**config.mk**
```make
export PLATFORM = sky130hd
export DESIGN_NAME = id_stage_block
export DESIGN_NICKNAME = d
export VERILOG_FILES = /design/src/rtl/id_stage_block.sv
export SDC_FILE = /design/constraint.sdc
export NUM_CORES = 1
export LEC_CHECK = 0
export BUFFER_PORTS_ARGS = -buffer_cell sky130_fd_sc_hd__clkbuf_2
export CAP_MARGIN = 10
export CORE_MARGIN = 2
export CORE_UTILIZATION = 44
export CTS_CLUSTER_DIAMETER = 100
export CTS_CLUSTER_SIZE = 28
export DETAILED_ROUTE_END_ITERATION = 16
export PLACE_DENSITY = 0.77
export SETUP_SLACK_MARGIN = 0.4
export SLEW_MARGIN = 5
export SYNTH_ARGS = -nofsm -noshare
export SYNTH_HDL_FRONTEND = slang
export SYNTH_SLANG_ARGS = --single-unit
```
**constraint.sdc**
```tcl
create_clock -name clk -period 3.5 [get_ports clk]
set_input_delay 0.7 -clock clk [delete_from_list [all_inputs] [get_ports clk]]
set_output_delay 0.7 -clock clk [all_outputs]
set_load 0.02 [all_outputs]
```
**src/rtl/id_stage_block.sv**
```systemverilog
// Instruction-decode stage: decodes the fetched word into the ID/EX register, detects hazards and
// resolves BEQ/BNE/J/JAL in ID. Optional sticky illegal-opcode flag under `ID_ILLEGAL_OP_EN.
module id_stage_block (
    input  logic        clk,
    input  logic        reset,
    input  logic [31:0] ins,
    input  logic [15:0] current_address,
    input  logic [31:0] rs_data,
    input  logic [31:0] rt_data,
    output logic [4:0]  rs_addr,
    output logic [4:0]  rt_addr,
    output logic        stall,
    output logic        stall_pm,
    output logic        pc_mux_sel,
    output logic [15:0] jmp_loc,
    output logic        ex_valid,
    output logic [5:0]  ex_opcode,
    output logic [5:0]  ex_funct,
    output logic [31:0] ex_rs_val,
    output logic [31:0] ex_rt_val,
    output logic [31:0] ex_imm,
    output logic [4:0]  ex_dest,
    output logic        ex_wr_en,
    output logic        ex_mem_rd,
    output logic        ex_mem_wr,
    output logic [15:0] ex_pc
`ifdef ID_ILLEGAL_OP_EN
    ,
    output logic        illegal_op
`endif
);

    logic [15:0] id_pc_q;
    logic        squash_q;

    logic [5:0]  op;
    logic [4:0]  rd;
    logic        is_r, is_addi, is_lw, is_sw, is_beq, is_bne, is_j, is_jal, legal;
    logic [4:0]  dec_dest;
    logic        dec_wr, dec_mrd, dec_mwr;
    logic [31:0] dec_imm;
    logic [15:0] pc_plus1;
    logic        reads_rs, reads_rt, load_use, br_haz, haz;
    logic        take_jump, take_br, redirect, issue;

    assign op      = ins[31:26];
    assign rs_addr = ins[25:21];
    assign rt_addr = ins[20:16];
    assign rd      = ins[15:11];

    assign is_r    = (op == 6'b000000);
    assign is_addi = (op == 6'b001000);
    assign is_lw   = (op == 6'b100011);
    assign is_sw   = (op == 6'b101011);
    assign is_beq  = (op == 6'b000100);
    assign is_bne  = (op == 6'b000101);
    assign is_j    = (op == 6'b000010);
    assign is_jal  = (op == 6'b000011);
    assign legal   = is_r | is_addi | is_lw | is_sw | is_beq | is_bne | is_j | is_jal;

    assign pc_plus1 = id_pc_q + 16'd1;

    always_comb begin
        dec_dest = 5'd0;
        dec_wr   = 1'b0;
        dec_mrd  = 1'b0;
        dec_mwr  = 1'b0;
        dec_imm  = {{16{ins[15]}}, ins[15:0]};
        if (is_r) begin
            dec_dest = rd;
            dec_wr   = (rd != 5'd0);
        end else if (is_addi) begin
            dec_dest = rt_addr;
            dec_wr   = 1'b1;
        end else if (is_lw) begin
            dec_dest = rt_addr;
            dec_wr   = 1'b1;
            dec_mrd  = 1'b1;
        end else if (is_sw) begin
            dec_mwr  = 1'b1;
        end else if (is_jal) begin
            dec_dest = 5'd31;
            dec_wr   = 1'b1;
            dec_imm  = {16'd0, pc_plus1};
        end
    end

    // A squashed slot is dead: it can neither stall nor redirect.
    assign reads_rs = ~(is_j | is_jal);
    assign reads_rt = is_r | is_sw | is_beq | is_bne;
    assign load_use = ex_valid & ex_mem_rd & (ex_dest != 5'd0) &
                      ((reads_rs & (ex_dest == rs_addr)) | (reads_rt & (ex_dest == rt_addr)));
    assign br_haz   = (is_beq | is_bne) & ex_valid & ex_wr_en &
                      ((ex_dest == rs_addr) | (ex_dest == rt_addr));
    assign haz      = ~squash_q & (load_use | br_haz);

    assign stall    = haz;
    assign stall_pm = haz;

    assign take_jump  = is_j | is_jal;
    assign take_br    = (is_beq & (rs_data == rt_data)) | (is_bne & (rs_data != rt_data));
    assign redirect   = ~haz & ~squash_q & (take_jump | take_br);
    assign pc_mux_sel = redirect;
    assign jmp_loc    = !redirect ? 16'd0 :
                        take_jump ? ins[15:0] : (pc_plus1 + ins[15:0]);

    assign issue = ~haz & ~squash_q & legal;

    always_ff @(posedge clk or negedge reset) begin
        if (!reset) begin
            id_pc_q   <= 16'd0;
            squash_q  <= 1'b0;
            ex_valid  <= 1'b0;
            ex_opcode <= 6'd0;
            ex_funct  <= 6'd0;
            ex_rs_val <= 32'd0;
            ex_rt_val <= 32'd0;
            ex_imm    <= 32'd0;
            ex_dest   <= 5'd0;
            ex_wr_en  <= 1'b0;
            ex_mem_rd <= 1'b0;
            ex_mem_wr <= 1'b0;
            ex_pc     <= 16'd0;
        end else begin
            if (!stall) begin
                id_pc_q <= current_address;
            end
            squash_q <= redirect;
            if (issue) begin
                ex_valid  <= 1'b1;
                ex_opcode <= op;
                ex_funct  <= ins[5:0];
                ex_rs_val <= rs_data;
                ex_rt_val <= rt_data;
                ex_imm    <= dec_imm;
                ex_dest   <= dec_dest;
                ex_wr_en  <= dec_wr;
                ex_mem_rd <= dec_mrd;
                ex_mem_wr <= dec_mwr;
                ex_pc     <= id_pc_q;
            end else begin
                ex_valid  <= 1'b0;
                ex_opcode <= 6'd0;
                ex_funct  <= 6'd0;
                ex_rs_val <= 32'd0;
                ex_rt_val <= 32'd0;
                ex_imm    <= 32'd0;
                ex_dest   <= 5'd0;
                ex_wr_en  <= 1'b0;
                ex_mem_rd <= 1'b0;
                ex_mem_wr <= 1'b0;
                ex_pc     <= 16'd0;
            end
        end
    end

`ifdef ID_ILLEGAL_OP_EN
    always_ff @(posedge clk or negedge reset) begin
        if (!reset) begin
            illegal_op <= 1'b0;
        end else if (~haz & ~squash_q & ~legal) begin
            illegal_op <= 1'b1;
        end
    end
`endif

endmodule

```
# ---- Word level (Yosys, flattened, before mapping)
# Cells that the tools add are included.
dict set report word_totals {
  regBits 150
  in_bits 114
  out_inout_bits 162
  word_cells 98
}
dict set report classes {
  add_sub_neg 2
  eq_ne 11
  muxes 35
  bitwise_logic 34
  reduce_logical 3
}
# op n
set ops {}
lappend ops {{two-way mux 32 bit} 8}
lappend ops {{two-way mux 16 bit} 3}
lappend ops {{== test 32 bit} 1}
lappend ops {{inequality test 32 bit} 1}
lappend ops {{two-way mux 5 bit} 6}
lappend ops {{OR 1 bit} 17}
lappend ops {{adder 16 x 1 -> 16 bit (second input constant)} 1}
lappend ops {{adder 16 bit} 1}
lappend ops {{two-way mux 1 bit} 16}
lappend ops {{AND 1 bit} 14}
lappend ops {{== test 6 x 2 -> 1 bit (second input constant)} 2}
lappend ops {{== test 6 x 3 -> 1 bit (second input constant)} 2}
lappend ops {{== test 6 bit (second input constant)} 2}
lappend ops {{two-way mux 6 bit} 2}
lappend ops {{== test 5 bit} 2}
lappend ops {{nonzero test 5 bit} 2}
lappend ops {{== test 6 x 4 -> 1 bit (second input constant)} 1}
lappend ops {{logical NOT 6 bit} 1}
lappend ops {{NOT 1 bit} 3}

# ---- Longest topological paths before layout
dict set report logic_depth {
  ltp_word 13
  mapped_depth 14
  ltp_nobuf 13
}

# ---- Worst setup path before layout
# No wires, ideal clock.
dict set report synth_timing {
  path_type {register to output}
  from {register id_pc_q[0]}
  to {output port jmp_loc[13]}
  t_arrival_ns 3.057
  required_time_ns 2.800
  slack_ns -0.257
  path_stages_with_launch 15
  n_path_buf 1
  cell_sequence {dfrtp_1 -> ha_1 -> nand3_1 -> inv_1 -> nand3_1 -> xor2_1 -> inv_1 -> ha_1 -> clkbuf_1 -> a21oi_1 -> o21ai_0 -> or4b_2 -> o21ai_0 -> o21ai_0 -> a21oi_1}
}
dict set report synth_via {
  elab_chain_cells 4
}
# element line
set synth_lines {}
lappend synth_lines {{start, declared} 33} ;# logic [15:0] id_pc_q;
lappend synth_lines {{start signal, assigned} 126} ;# id_pc_q <= current_address;
lappend synth_lines {{adder 16 x 1 -> 16 bit} 61} ;# assign pc_plus1 = id_pc_q + 16'd1;
lappend synth_lines {{adder 16 bit} 105} ;# take_jump ? ins[15:0] : (pc_plus1 + ins[15:0]);
lappend synth_lines {{two-way mux 16 bit} 105}
lappend synth_lines {{two-way mux 16 bit} 104} ;# assign jmp_loc = !redirect ? 16'd0 :
lappend synth_lines {{end, declared} 15} ;# output logic [15:0] jmp_loc,
# No other way between the ends.

# ---- Worst setup path in the final report
dict set report layout_timing {
  from {register id_pc_q[3]}
  to {output port jmp_loc[15]}
}
# The elaborated chain is that of the path after synthesis.

==> results.toml <==
[outcome]
status = "finished with violations"
violations = "negative setup slack"

[synth]
synth_area_sq_um = 6740
synth-seq-cells = 135
postSynthCellCount = 633
synth-edff-count = 0
syn_nets = 767
ys_types = 59
avgSynthCellArea_sq_um = 10.6
yosys_warnings = 0
yosysSeqAreaShare_pct = 50.1
ys.flop_type = "dfrtp_1"
synthArstFlopShare_pct = 100

[critical_path]
cp_max_fo = 4
crit_path_end_kind = "primary output"
cp-start-kind = "register"
rr_endpoint = "ex_pc[8]"
crit_end = "jmp_loc[15]"
crit_arrival_ns = 3.31
worstSetupStartpoint = "id_pc_q[3]"
r2r-start = "ex_dest[3]"
setup.worst_path.class = "reg -> out"
required_ns = 2.80
reg2reg_slack_ns = 0.60
worstRegToRegCells = 10

[final_layout]
layout.nets = 1100
regArea_sq_um = 3380
drive_gt1_share_pct = 55.7
fillers = 1057
area_delta_synth_final_pct = 56.1
final_util_pct = 69.7
multi_input_area_sq_um = 3910

[floorplan]
std_cell_rows = 45
io_pins = 276
fp.coreArea_sq_um = 15100
start_util_pct = 44.6
fp.dieH_um = 128
dieArea_sq_um = 16300
die_w_um = 128

[grt]
grt_max_degree = 72
track_usage_pct = 24.5
antenna_found_initial = 2
grt_pass1_vias = 5932
grt.overflow.total = 0
grt_pass1_wl_um = 30600

[detailed_routing]
drc_errors = 0
finalWirelength_um = 22000
wl_per_cell_um = 18.8
ant_nets = 0
viasPerCell = 5.26
first_pass_iters = 5
via_count = 6154
initialDrtViolationCount = 545

[timing]
setup_viol = 10
fin_ws_ns = -0.506
rsz0062_at_grt = "true"
finalHoldViolations = 0
tightest_slew_ns = 0.616
max_slew_margin_pct = 58.9
fin_crit_ns = 4.01
max_freq_ghz = 0.250
fin_crit_sh_pct = 114
report.final.slew_viol_count = 0
finClkSkew_ns = 0.0166
worst_hold_slack_ns = 0.238

[pwr]
leakage_uw = 0.00524
power.density_nw_per_um2 = 407
ir_drop_v = 0.000321

[place]
pre_cts_ws_ns = -0.225
gp_congestion = 0.851
port_buffers = 275
dp_hpwl_um = 14500

[flow_run]
max_cap_viol_count = 0

[hold_path]
hold_path_class = "in -> async"

[clocking]
hold_buffers = 0
cts_sinks = 135
cts.clk_slew.worst_paths_ns = 0.06
cts_max_level = 4
clock_latency_ns = 0.44
cts_tree = "yes"
root_buffer = "clkbuf_16"
cts_buffer_depth = 2
cts_buffers = 17
==> kinds of logic (layout without fill, tap and decap cells) <==
logic type / count (synthesis) / count (layout) / synth area share [%]
XOR/XNOR: 63 / 63 / 8.19
flip-flops: 135 / 135 / 50.1
AND/OR/NAND/NOR: 236 / 236 / 19.2
buffers and inverters: 62 / 408 / 5.37
multiplexers: 28 / 28 / 4.44
other: 1 / 3 / 0.0557
AO/OA/AOI/OAI: 88 / 88 / 8.73
adder cells (fa/ha/maj): 20 / 20 / 3.83
==> registers in the layout, indices dropped and copies added, names as in the netlist <==
register,flops
ex_opcode,6
ex_mem_wr,1
ex_pc,16
ex_rt_val,32
ex_wr_en,1
id_pc_q,16
ex_rs_val,32
ex_valid,1
ex_imm,17
ex_funct,6
ex_mem_rd,1
ex_dest,5
squash_q,1
==> layout by cell type, fill, tap and decap left out, types with 6 or more instances in the layout <==
cell type and n:
dfrtp_1 134, a21oi_1 8, nor2_4 16, xnor2_2 8, ha_4 11, a22oi_2 8
mux2i_1 12, mux2_2 15, a21oi_2 10, and2_1 90, xnor2_1 7, nor2_1 34
buf_6 16, buf_4 77, clkbuf_2 251, inv_6 6, xor2_1 40, nor4_1 8
buf_8 15, nand2_1 21, clkbuf_16 17, ha_1 6, a21o_1 6
==> area by class of cell <==
cell class,instances,area share (%)
well taps,188,2.24
flip-flops and latches,135,32.1
clock inverters,15,1.68
diodes,2,0.0476
multi-input cells,436,37.2
clock buffers,17,4.05
inverters,11,0.417
repair buffers,365,22.2
==> synthesized netlist by cell type, types with 13 or more instances <==
library cell  instances  area share (%)
buf_2                16             1.2
dfrtp_1             135              50
mux2i_1              13             1.9
nand2_1              25             1.4
xor2_1               45             5.9
nor2_1               55             3.1
xnor2_1              18             2.3
mux2_2               15             2.5
ha_1                 19             3.5
o21ai_0              13            0.97
and2_1               91             8.5
buf_4                27             3.0
a21oi_1              23             1.7
==> what timing repair did <==
item                       4_1_cts  5_1_grt
setup endpoints to repair       19       19
buffers inserted                16       16
resized for setup              104       97
pin swaps                       49       53
hold endpoints to repair         0        0
==> per-stage QoR <==
step / area (sq um) / TNS, ns / instances / total power [uW]
5_1_grt: 10500 / -5.16 / 1169 / 4440
6_report: 10500 / -3.31 / 1169 / 4280
4_1_cts: 9970 / -3.01 / 1151 / 4190
2_1_floorplan: 7060 / 0 / 633 / 2030
3_3_place_gp: 8750 / -2.22 / 1103 / 2290
3_5_place_dp: 8750 / -2.72 / 1103 / 2300
==> worst max-delay path, stage by stage (launching register included) <==
cell      delay (ns)
dfrtp_1         0.38
nand4_1         0.17
or3_4           0.46
nor2_4          0.11
xnor2_2         0.13
inv_2           0.07
ha_4            0.16
a21o_1          0.19
a21o_1          0.19
a221oi_2        0.32
and3_1          0.23
o211ai_1        0.13
a31oi_4         0.20
buf_8           0.13
==> power breakdown <==
group          internal (uW)  switching (uW)  total [uW]
logic                    365             458         823
clock network           1020             803        1820
registers               1610            26.1        1630
==> routing by layer <==
| layer | up-vias | part of all wire (%) | track usage (%) |
|---|---|---|---|
| li1 | 2801 | - | - |
| met1 | 3017 | 37 | 28.3 |
| met2 | 285 | 53 | 41.6 |
| met3 | 51 | 7.5 | 7.47 |
| met4 | 0 | 2.7 | 11.9 |
| met5 | - | 0 | 0 |
==> worst min path at each step <==
stage / from / endpoint / slack, ns / cells after the start
CTS: reset / ex_rt_val[28] / 0.27 / 1
global placement: id_pc_q[14] / ex_pc[14] / 0.54 / 1
detailed placement: id_pc_q[11] / ex_pc[11] / 0.57 / 1
global route: reset / ex_rt_val[28] / 0.28 / 1
floorplan: reset / ex_dest[0] / 0.40 / 0
finish: reset / ex_rt_val[28] / 0.24 / 1
No activity file was read; power rests on OpenSTA's default activity.
